**config.mk**
```make
export PLATFORM = sky130hd
export DESIGN_NAME = i2c_cmd_sequencer
export DESIGN_NICKNAME = d
export VERILOG_FILES = /design/src/rtl/i2c_cmd_sequencer.sv
export SDC_FILE = /design/constraint.sdc
export NUM_CORES = 1
export LEC_CHECK = 0
export CAP_MARGIN = 10
export CORE_ASPECT_RATIO = 1.1
export CORE_UTILIZATION = 57
export CTS_CLUSTER_SIZE = 12
export DETAILED_ROUTE_END_ITERATION = 12
export DONT_BUFFER_PORTS = 1
export PLACE_DENSITY = 0.72
export SYNTH_ARGS = -nofsm -noshare
export SYNTH_HDL_FRONTEND = slang
export SYNTH_SLANG_ARGS = --single-unit
```
**constraint.sdc**
```tcl
create_clock -name clock -period 8 [get_ports clock]
set_clock_uncertainty 0.15 [all_clocks]
set_input_delay 2.4 -clock clock [delete_from_list [all_inputs] [get_ports clock]]
set_output_delay 2.4 -clock clock [all_outputs]
set_load 0.02 [all_outputs]
```
**src/rtl/i2c_cmd_sequencer.sv**
```systemverilog
// i2c_cmd_sequencer: queues single-byte I2C read/write commands and runs them
// one at a time against the downstream I2C master, returning one response each.
module i2c_cmd_sequencer #(
    parameter int FIFO_DEPTH = 4,     // power of two, >= 2
    parameter int IDLE_GAP   = 15,    // >= 1
    parameter int TIMEOUT    = 4096   // >= 2
) (
    input  logic       clock,
    input  logic       reset,
    input  logic       cmd_valid,
    output logic       cmd_ready,
    input  logic       cmd_rw,
    input  logic [6:0] cmd_addr,
    input  logic [7:0] cmd_data,
    output logic [6:0] address,
    output logic       m_rw,
    output logic [7:0] m_tx_data,
    output logic       m_enable,
    input  logic       m_ack,
    input  logic       m_nack,
    input  logic       m_ready,
    input  logic [7:0] m_rx_data,
    output logic       rsp_valid,
    input  logic       rsp_ready,
    output logic       rsp_rw,
    output logic [6:0] rsp_addr,
    output logic [7:0] rsp_data,
    output logic       rsp_nack,
    output logic       rsp_timeout,
    output logic       busy
);

    localparam int AW = $clog2(FIFO_DEPTH);
    localparam int CW = AW + 1;
    localparam int GW = $clog2(IDLE_GAP + 1);
    localparam int TW = $clog2(TIMEOUT);
    localparam logic [CW-1:0] DEPTH_C  = CW'(FIFO_DEPTH);
    localparam logic [GW-1:0] GAP_LAST = GW'(IDLE_GAP - 1);
    localparam logic [TW-1:0] TO_LAST  = TW'(TIMEOUT - 1);

    typedef enum logic [2:0] {
        ST_IDLE,
        ST_ISSUE,
        ST_WAIT_READY,
        ST_RESP,
        ST_GAP
    } state_t;

    state_t        state;
    logic [15:0]   fifo_mem [FIFO_DEPTH];
    logic [AW-1:0] wr_ptr;
    logic [AW-1:0] rd_ptr;
    logic [CW-1:0] count;
    logic          empty;
    logic          push;
    logic          pop;
    logic          ack_seen;
    logic          nack_flag;
    logic [TW-1:0] to_cnt;
    logic [GW-1:0] gap_cnt;
    logic          to_hit;

    assign empty     = (count == '0);
    assign cmd_ready = (count != DEPTH_C);
    assign push      = cmd_valid && cmd_ready;
    assign pop       = (state == ST_IDLE) && !empty;
    assign busy      = (state != ST_IDLE) || !empty;
    // Abort applies to both phases where the master owns the transaction.
    assign to_hit    = ((state == ST_ISSUE) || (state == ST_WAIT_READY)) && (to_cnt == TO_LAST);

    // Command storage; entries are {rw, addr, data}. No reset needed, count guards reads.
    always_ff @(posedge clock) begin
        if (push) fifo_mem[wr_ptr] <= {cmd_rw, cmd_addr, cmd_data};
    end

    // FIFO pointers wrap naturally because the depth is a power of two.
    always_ff @(posedge clock or negedge reset) begin
        if (!reset) begin
            wr_ptr <= '0;
            rd_ptr <= '0;
            count  <= '0;
        end else begin
            if (push) wr_ptr <= wr_ptr + 1'b1;
            if (pop)  rd_ptr <= rd_ptr + 1'b1;
            case ({push, pop})
                2'b10:   count <= count + 1'b1;
                2'b01:   count <= count - 1'b1;
                default: count <= count;
            endcase
        end
    end

    // Transaction sequencer; the master-facing command outputs double as the
    // current-command registers and only change on a pop.
    always_ff @(posedge clock or negedge reset) begin
        if (!reset) begin
            state       <= ST_IDLE;
            address     <= '0;
            m_rw        <= 1'b0;
            m_tx_data   <= '0;
            m_enable    <= 1'b0;
            rsp_valid   <= 1'b0;
            rsp_rw      <= 1'b0;
            rsp_addr    <= '0;
            rsp_data    <= '0;
            rsp_nack    <= 1'b0;
            rsp_timeout <= 1'b0;
            ack_seen    <= 1'b0;
            nack_flag   <= 1'b0;
            to_cnt      <= '0;
            gap_cnt     <= '0;
        end else if (to_hit) begin
            m_enable    <= 1'b0;
            rsp_valid   <= 1'b1;
            rsp_rw      <= m_rw;
            rsp_addr    <= address;
            rsp_data    <= '0;
            rsp_nack    <= nack_flag;
            rsp_timeout <= 1'b1;
            state       <= ST_RESP;
        end else begin
            case (state)
                ST_IDLE: begin
                    if (!empty) begin
                        {m_rw, address, m_tx_data} <= fifo_mem[rd_ptr];
                        ack_seen  <= 1'b0;
                        nack_flag <= 1'b0;
                        to_cnt    <= '0;
                        state     <= ST_ISSUE;
                    end
                end
                ST_ISSUE: begin
                    to_cnt   <= to_cnt + 1'b1;
                    m_enable <= 1'b1;
                    if (m_ack) ack_seen <= 1'b1;
                    // A nack outranks a simultaneous end of the ack phase.
                    if (m_nack) begin
                        nack_flag <= 1'b1;
                        m_enable  <= 1'b0;
                        state     <= ST_WAIT_READY;
                    end else if (ack_seen && !m_ack) begin
                        m_enable <= 1'b0;
                        state    <= ST_WAIT_READY;
                    end
                end
                ST_WAIT_READY: begin
                    to_cnt <= to_cnt + 1'b1;
                    if (m_ready) begin
                        rsp_valid   <= 1'b1;
                        rsp_rw      <= m_rw;
                        rsp_addr    <= address;
                        rsp_data    <= m_rw ? m_rx_data : 8'h00;
                        rsp_nack    <= nack_flag;
                        rsp_timeout <= 1'b0;
                        state       <= ST_RESP;
                    end
                end
                ST_RESP: begin
                    if (rsp_ready) begin
                        rsp_valid <= 1'b0;
                        gap_cnt   <= '0;
                        state     <= ST_GAP;
                    end
                end
                ST_GAP: begin
                    if (gap_cnt == GAP_LAST) state <= ST_IDLE;
                    else                     gap_cnt <= gap_cnt + 1'b1;
                end
                default: state <= ST_IDLE;
            endcase
        end
    end

endmodule

```
==> out/results.ini, run 1 <==
[route]
wirelength_routed_um = 9610
first_pass_iters = 4
drt-wirelength-per-cell_um = 19.0
route.vias.total = 3016
detail_route.drc_violations = 0
dr.first_iter.drc_count = 169
route.antenna.remaining_nets = 0
vias_per_cell = 5.96

[logic_synthesis]
synthArstFlopShare_pct = 50.0
count_of_yosys_warnings_during_synthesis = 0
synth_top_family_by_area = simple AND/OR/NAND/NOR gates
post_synth_xor_area_fraction_pct = 1.61
most_common_flop_cell_mapped_by_yosys = edfxtp_1
synth_top_cells_by_count = 64 x dfrtp_1, 64 x edfxtp_1, 62 x nand2_1
yosys.area_share.adder_pct = 2.24
netlist_area_um2 = 5370
compound_gate_fraction_of_synth_area_pct = 5.85
seq_area_frac_synth_pct = 65.6
post_synth.cell_area_avg_um2 = 14.4
postSynthNetCount = 414
yosys_register_bits = 128
post-synth-top-area-cell = edfxtp_1
ys_top_cells_by_area = edfxtp_1 36%, dfrtp_1 30%, mux4_2 6.7%, nand2_1 4.3%, mux2_2 4.0%
post_synth_top_area_share_pct = 35.8
netlist_instances = 374
count_of_flip_flops_with_a_built_in_enable_after_synthesis = 64
netlist-cell-type-count = 52
yosys.area_share.simple_pct = 11.3
yosys-mux-area-fraction_pct = 11.1

[cts]
cts_htree_levels = 4
cts_tree = built
max-clock-path-buffers = 2
quantity_of_hold_fixing_buffers_added_after_cts = 0
clkSinkCount = 128
cts.reportedPaths.clkPinSlew_ns = 0.06
postCtsResizedCells = 0
clock_insertion_delay_worst_skew_ns = 0.51
postCtsSetupRepairBufs = 0
cts_made_buffers = 17
root_buffer = clkbuf_8

[layout]
insertedDiodeCount = 0
postLayoutCoreUtil_pct = 66.5
fillers = 648
final_net_count = 419
area_growth_pct = 11.6
layout_cell_share_with_drive_strength_beyond_1_pct = 18.6

[timing]
timing.final.setup_violations = 0
timing.fmax_ghz = 0.239
slew_violations = 0
maxSlewHeadroom_pct = 26.0
period_share_pct = 52.3
tns_ns = 0
period_minus_slack_ns = 4.18
postLayoutSetupSlackWorst_ns = 3.82
hold_viol = 0
tightestPinTransition_ns = 1.11
rsz0062_at_grt = false

[critical_path]
timing.reg2reg.setup_slack_ns = 5.02
largest_fanout_on_the_critical_path = 11
critPathArrivalTime_ns = 1.63
setup.worst_path.start_class = flop
cp_data_required_time_ns = 5.45
path_class = flop to output port
cp-end-kind = output port

[grt]
wire_length_of_the_first_global_routing_pass_um = 15700
via_count_of_the_first_global_routing_pass = 3178
track_usage_pct = 21.9
initial_antenna_violation_count = 0
grt_max_degree = 65
grt-ovfl-total = 0

[floorplanning]
placeableCoreArea_um2 = 9010
rows = 36
fp.dieArea_um2 = 9810
initial_utilization_pct = 59.6
die_height_um = 104
top_level_ports = 69
floorplan.die.width_um = 94.5

[placement]
hpwlAfterDp_um = 6060
gp_routability_congestion = 0.804
port-buffer-count = 0
place_worst_setup_slack_ns = 4.14

[power_and_ir_drop]
p_switching_mw = 0.852
ir_worst_vdd_mv = 0.223
power.share.combinational_pct = 23.6
sequential_share_of_power_pct = 47.9
total_leakage_power_nw = 2.40
power_per_cell_area_nw_per_um2 = 412
p_int_mw = 1.62
swShare_pct = 34.5
report.power.total_mw = 2.47
power.clock.fraction_pct = 28.5

[flow_run]
max-cap-violations = 0

[worst_hold_path]
timing.hold.worst.class = flop to flop

[run_status]
status = completed

power groups by stage:
stage	logic [mW]	registers (mW)	clock network [mW]
4_1_cts	0.593	1.19	0.719
2_1_floorplan	0.538	1.09	0
3_3_place_gp	0.569	1.19	0
3_5_place_dp	0.587	1.20	0
6_report	0.583	1.18	0.705
5_1_grt	0.654	1.21	0.748
flip-flops by register name, indices dropped and copies added, names as in the netlist, 4 cells and up:
| register | cells |
|---|---|
| rsp_addr | 7 |
| rsp_data | 8 |
| address | 7 |
| fifo_mem | 64 |
| gap_cnt | 4 |
| to_cnt | 12 |
| m_tx_data | 8 |
path summary, 6_finish.rpt:
| kind | startpoint | endpoint | depth (start not counted) |
|---|---|---|---|
| max in group asynchronous | reset | rsp_addr[5] | 0 |
| worst min-delay path | ack_seen | ack_seen | 1 |
| min in group asynchronous | reset | gap_cnt[3] | 0 |
| worst max register to register | count[0] | count[2] | 9 |
| worst max-delay path | state[0] | busy | 2 |
| worst min register to register | ack_seen | ack_seen | 1 |
routing by layer:
metal / routed length, um / GRT usage (%) / part of all wire [%]
met1: 3890 / 25.2 / 40
met2: 5050 / 37.0 / 53
met3: 551 / 8.00 / 5.7
met4: 117 / 8.44 / 1.2
met5: 0 / 0 / 0
worst max-delay path, cell delays in order, from the launching register on:
cell	delay, ns
dfrtp_1	0.50
nor3_1	0.36
nand2_1	0.26
stage by stage:
stage	hold WS [ns]	std cells	area, um2
after detailed placement	0.344	474	5450
after global routing	0.389	506	5990
after global placement	0.335	474	5450
final	0.347	506	5990
after CTS	0.352	506	5990
after floorplan	0.309	374	5370
kinds of logic (layout without fill, tap and decap cells):
family	after synthesis	after routing
xor+xnor	9	9
flops	128	128
fa+ha+maj	9	9
simple gates	121	121
mux	37	37
compound gates	43	43
buf+inv	27	45
final cells by class:
| class | instances | area (um2) | area share (%) |
|---|---|---|---|
| Tap cell | 114 | 143 | 2.38 |
| Sequential cell | 128 | 3520 | 58.8 |
| Inverter | 11 | 41.3 | 0.689 |
| Timing Repair Buffer | 2 | 15.0 | 0.251 |
| Clock inverter | 12 | 120 | 2.00 |
| Clock buffer | 20 | 425 | 7.10 |
| Multi-Input combinational cell | 219 | 1730 | 28.8 |
cells in the final DEF (no fill, tap or decap), types with 2 or more instances in the layout:
master | netlist | layout
or2_2 | 2 | 2
bufinv_16 | 0 | 2
o211ai_1 | 2 | 2
o21a_1 | 2 | 2
clkinv_2 | 0 | 5
o21ai_1 | 2 | 2
nor3_1 | 5 | 5
nand2_1 | 62 | 62
nand2b_1 | 2 | 2
inv_1 | 10 | 10
clkinvlp_4 | 0 | 3
clkinv_1 | 1 | 2
nor2_1 | 5 | 5
or3_1 | 2 | 2
nand4_1 | 2 | 2
xnor2_1 | 5 | 5
edfxtp_1 | 64 | 64
buf_4 | 3 | 2
clkbuf_16 | 0 | 16
and3_1 | 14 | 14
nand3_1 | 7 | 7
dfrtp_1 | 64 | 64
o31ai_1 | 10 | 10
mux4_2 | 16 | 16
a21oi_1 | 10 | 10
xor2_1 | 3 | 3
mux2_2 | 19 | 19
ha_1 | 8 | 8
and2_1 | 2 | 2
clkbuf_1 | 6 | 3
or4_1 | 10 | 10
o21ai_0 | 7 | 7
No activity file was read; power rests on OpenSTA's default activity.
==> run 2: changes to the inputs <==
PLACE_DENSITY = 0.75   (was 0.72)
clock period = 3.45 ns   (was 8 ns; I/O delays follow)
==> out/results.ini, run 2 (synthesis results as in run 1) <==
[route]
dr.first_iter.drc_count = 167  ; -1.2%
drt-wirelength-per-cell_um = 19.0  ; about the same
first_pass_iters = 4  ; unchanged
route.antenna.remaining_nets = 0  ; unchanged
wirelength_routed_um = 9660  ; +0.48%
route.vias.total = 3063  ; +1.6%
vias_per_cell = 6.03  ; +1.2%
detail_route.drc_violations = 0  ; unchanged

[cts]
clkSinkCount = 128  ; unchanged
cts.reportedPaths.clkPinSlew_ns = 0.06  ; about the same
max-clock-path-buffers = 2  ; unchanged
postCtsResizedCells = 0  ; unchanged
quantity_of_hold_fixing_buffers_added_after_cts = 0  ; unchanged
clock_insertion_delay_worst_skew_ns = 0.52  ; about the same
postCtsSetupRepairBufs = 0  ; unchanged
cts_made_buffers = 17  ; unchanged
root_buffer = clkbuf_8
cts_tree = built
cts_htree_levels = 4  ; unchanged

[layout]
top_register = fifo_mem
reg_top3 = fifo_mem: 64 flops, to_cnt: 12 flops
instances_no_fill = 508  ; +0.40%
layout_cell_share_with_drive_strength_beyond_1_pct = 19.5  ; +0.92 points
area_growth_pct = 12.4
largest_reg_flops = 64  ; unchanged
fillers = 639  ; -1.4%
final_net_count = 421  ; +0.48%
multi_input_comb_area_um2 = 1730  ; unchanged
mostFrequentLayoutCells = 64 x dfrtp_1, 64 x edfxtp_1, 62 x nand2_1
area.sequential_um2 = 3520  ; unchanged
postLayoutCellArea_um2 = 6030  ; +0.67%
insertedDiodeCount = 0  ; unchanged

[timing]
timing.final.setup_violations = 0  ; unchanged
slew_violations = 0  ; unchanged
maxSlewHeadroom_pct = 42.4  ; +16 points
rsz0062_at_grt = false
tightestPinTransition_ns = 0.864  ; -0.246 ns
period_share_pct = 82.3
hold_viol = 0  ; unchanged
timing.fmax_ghz = 0.352
hold_slack_ns = 0.0599  ; -0.287 ns
tns_ns = 0  ; unchanged
period_minus_slack_ns = 2.84

[flow_run]
max-cap-violations = 0  ; unchanged

[worst_hold_path]
timing.hold.worst.class = input pin to async pin

[critical_path]
setup.worst_path.start_class = flop
critPathArrivalTime_ns = 1.65  ; +0.02 ns
largest_fanout_on_the_critical_path = 11  ; unchanged
path_class = flop to output port
cp-end-kind = output port
cp_data_required_time_ns = 2.26  ; -3.19 ns

[placement]
gp_routability_congestion = 0.768  ; -4.5%
placedInstanceArea_um2 = 5460  ; +0.28%
port-buffer-count = 0  ; unchanged
hpwlAfterDp_um = 5860  ; -3.3%
post-place-cells = 476  ; +0.42%

[power_and_ir_drop]
report.power.total_mw = 5.81  ; +140%
power_per_cell_area_nw_per_um2 = 963  ; +130%
ir_worst_vdd_mv = 0.539  ; +140%
total_leakage_power_nw = 2.42  ; +0.65%

[grt]
wire_length_of_the_first_global_routing_pass_um = 15800  ; +0.92%
track_usage_pct = 21.9  ; about the same
grt_max_degree = 65  ; unchanged
via_count_of_the_first_global_routing_pass = 3223  ; +1.4%
grt-ovfl-total = 0  ; unchanged
initial_antenna_violation_count = 0  ; unchanged

[floorplanning]
placeableCoreArea_um2 = 9010  ; unchanged
rows = 36  ; unchanged
top_level_ports = 69  ; unchanged
die_height_um = 104  ; unchanged
fp.dieArea_um2 = 9810  ; unchanged
initial_utilization_pct = 59.6  ; unchanged
floorplan.die.width_um = 94.5  ; unchanged

[run_status]
status = completed

-- run 2: power breakdown --
part | switching, mW | leakage (nW) | total (mW) | internal (mW)
Clock | 0.641 | 0.268 | 1.69 | 1.04
Sequential | 0.589 | 1.40 | 2.68 | 2.09
Combinational | 0.781 | 0.748 | 1.44 | 0.662
-- run 2: final timing paths --
path                           from   endpoint  slack, ns  cells after the start
max                        state[0]       busy       0.61                      2
min                           reset  to_cnt[0]       0.06                      0
max reg2reg                count[0]   count[2]       0.99                     10
min reg2reg                ack_seen   ack_seen       0.37                      1
max in group asynchronous     reset  rd_ptr[1]       2.98                      0
min in group clock         ack_seen   ack_seen       0.37                      1
-- run 2: per-stage QoR --
| stage | setup WS (ns) | util, % |
|---|---|---|
| 2_1_floorplan | 0.821 | - |
| 3_3_place_gp | 0.989 | 60.6 |
| 3_5_place_dp | 0.931 | 60.6 |
| 4_1_cts | 0.582 | 67.0 |
| 5_1_grt | 0.499 | 67.0 |
| 6_report | 0.611 | 67.0 |
-- run 2: area by class of cell --
cell class	count	area share (%)
clock buffers	19	7.15
clock inverters	13	2.30
inverters	11	0.684
multi-input cells	219	28.6
flip-flops and latches	128	58.4
well taps	114	2.36
repair buffers	4	0.498
-- run 2: layer usage --
layer	routed length [um]	global-route usage (%)
met1	3980	26.3
met5	0	0
met4	136	8.98
met2	5040	36.4
met3	494	6.90
-- run 2: critical path: stages (launching register included) --
cell and delay [ns]:
dfrtp_1 0.50, nor3_1 0.37, nand2_1 0.26
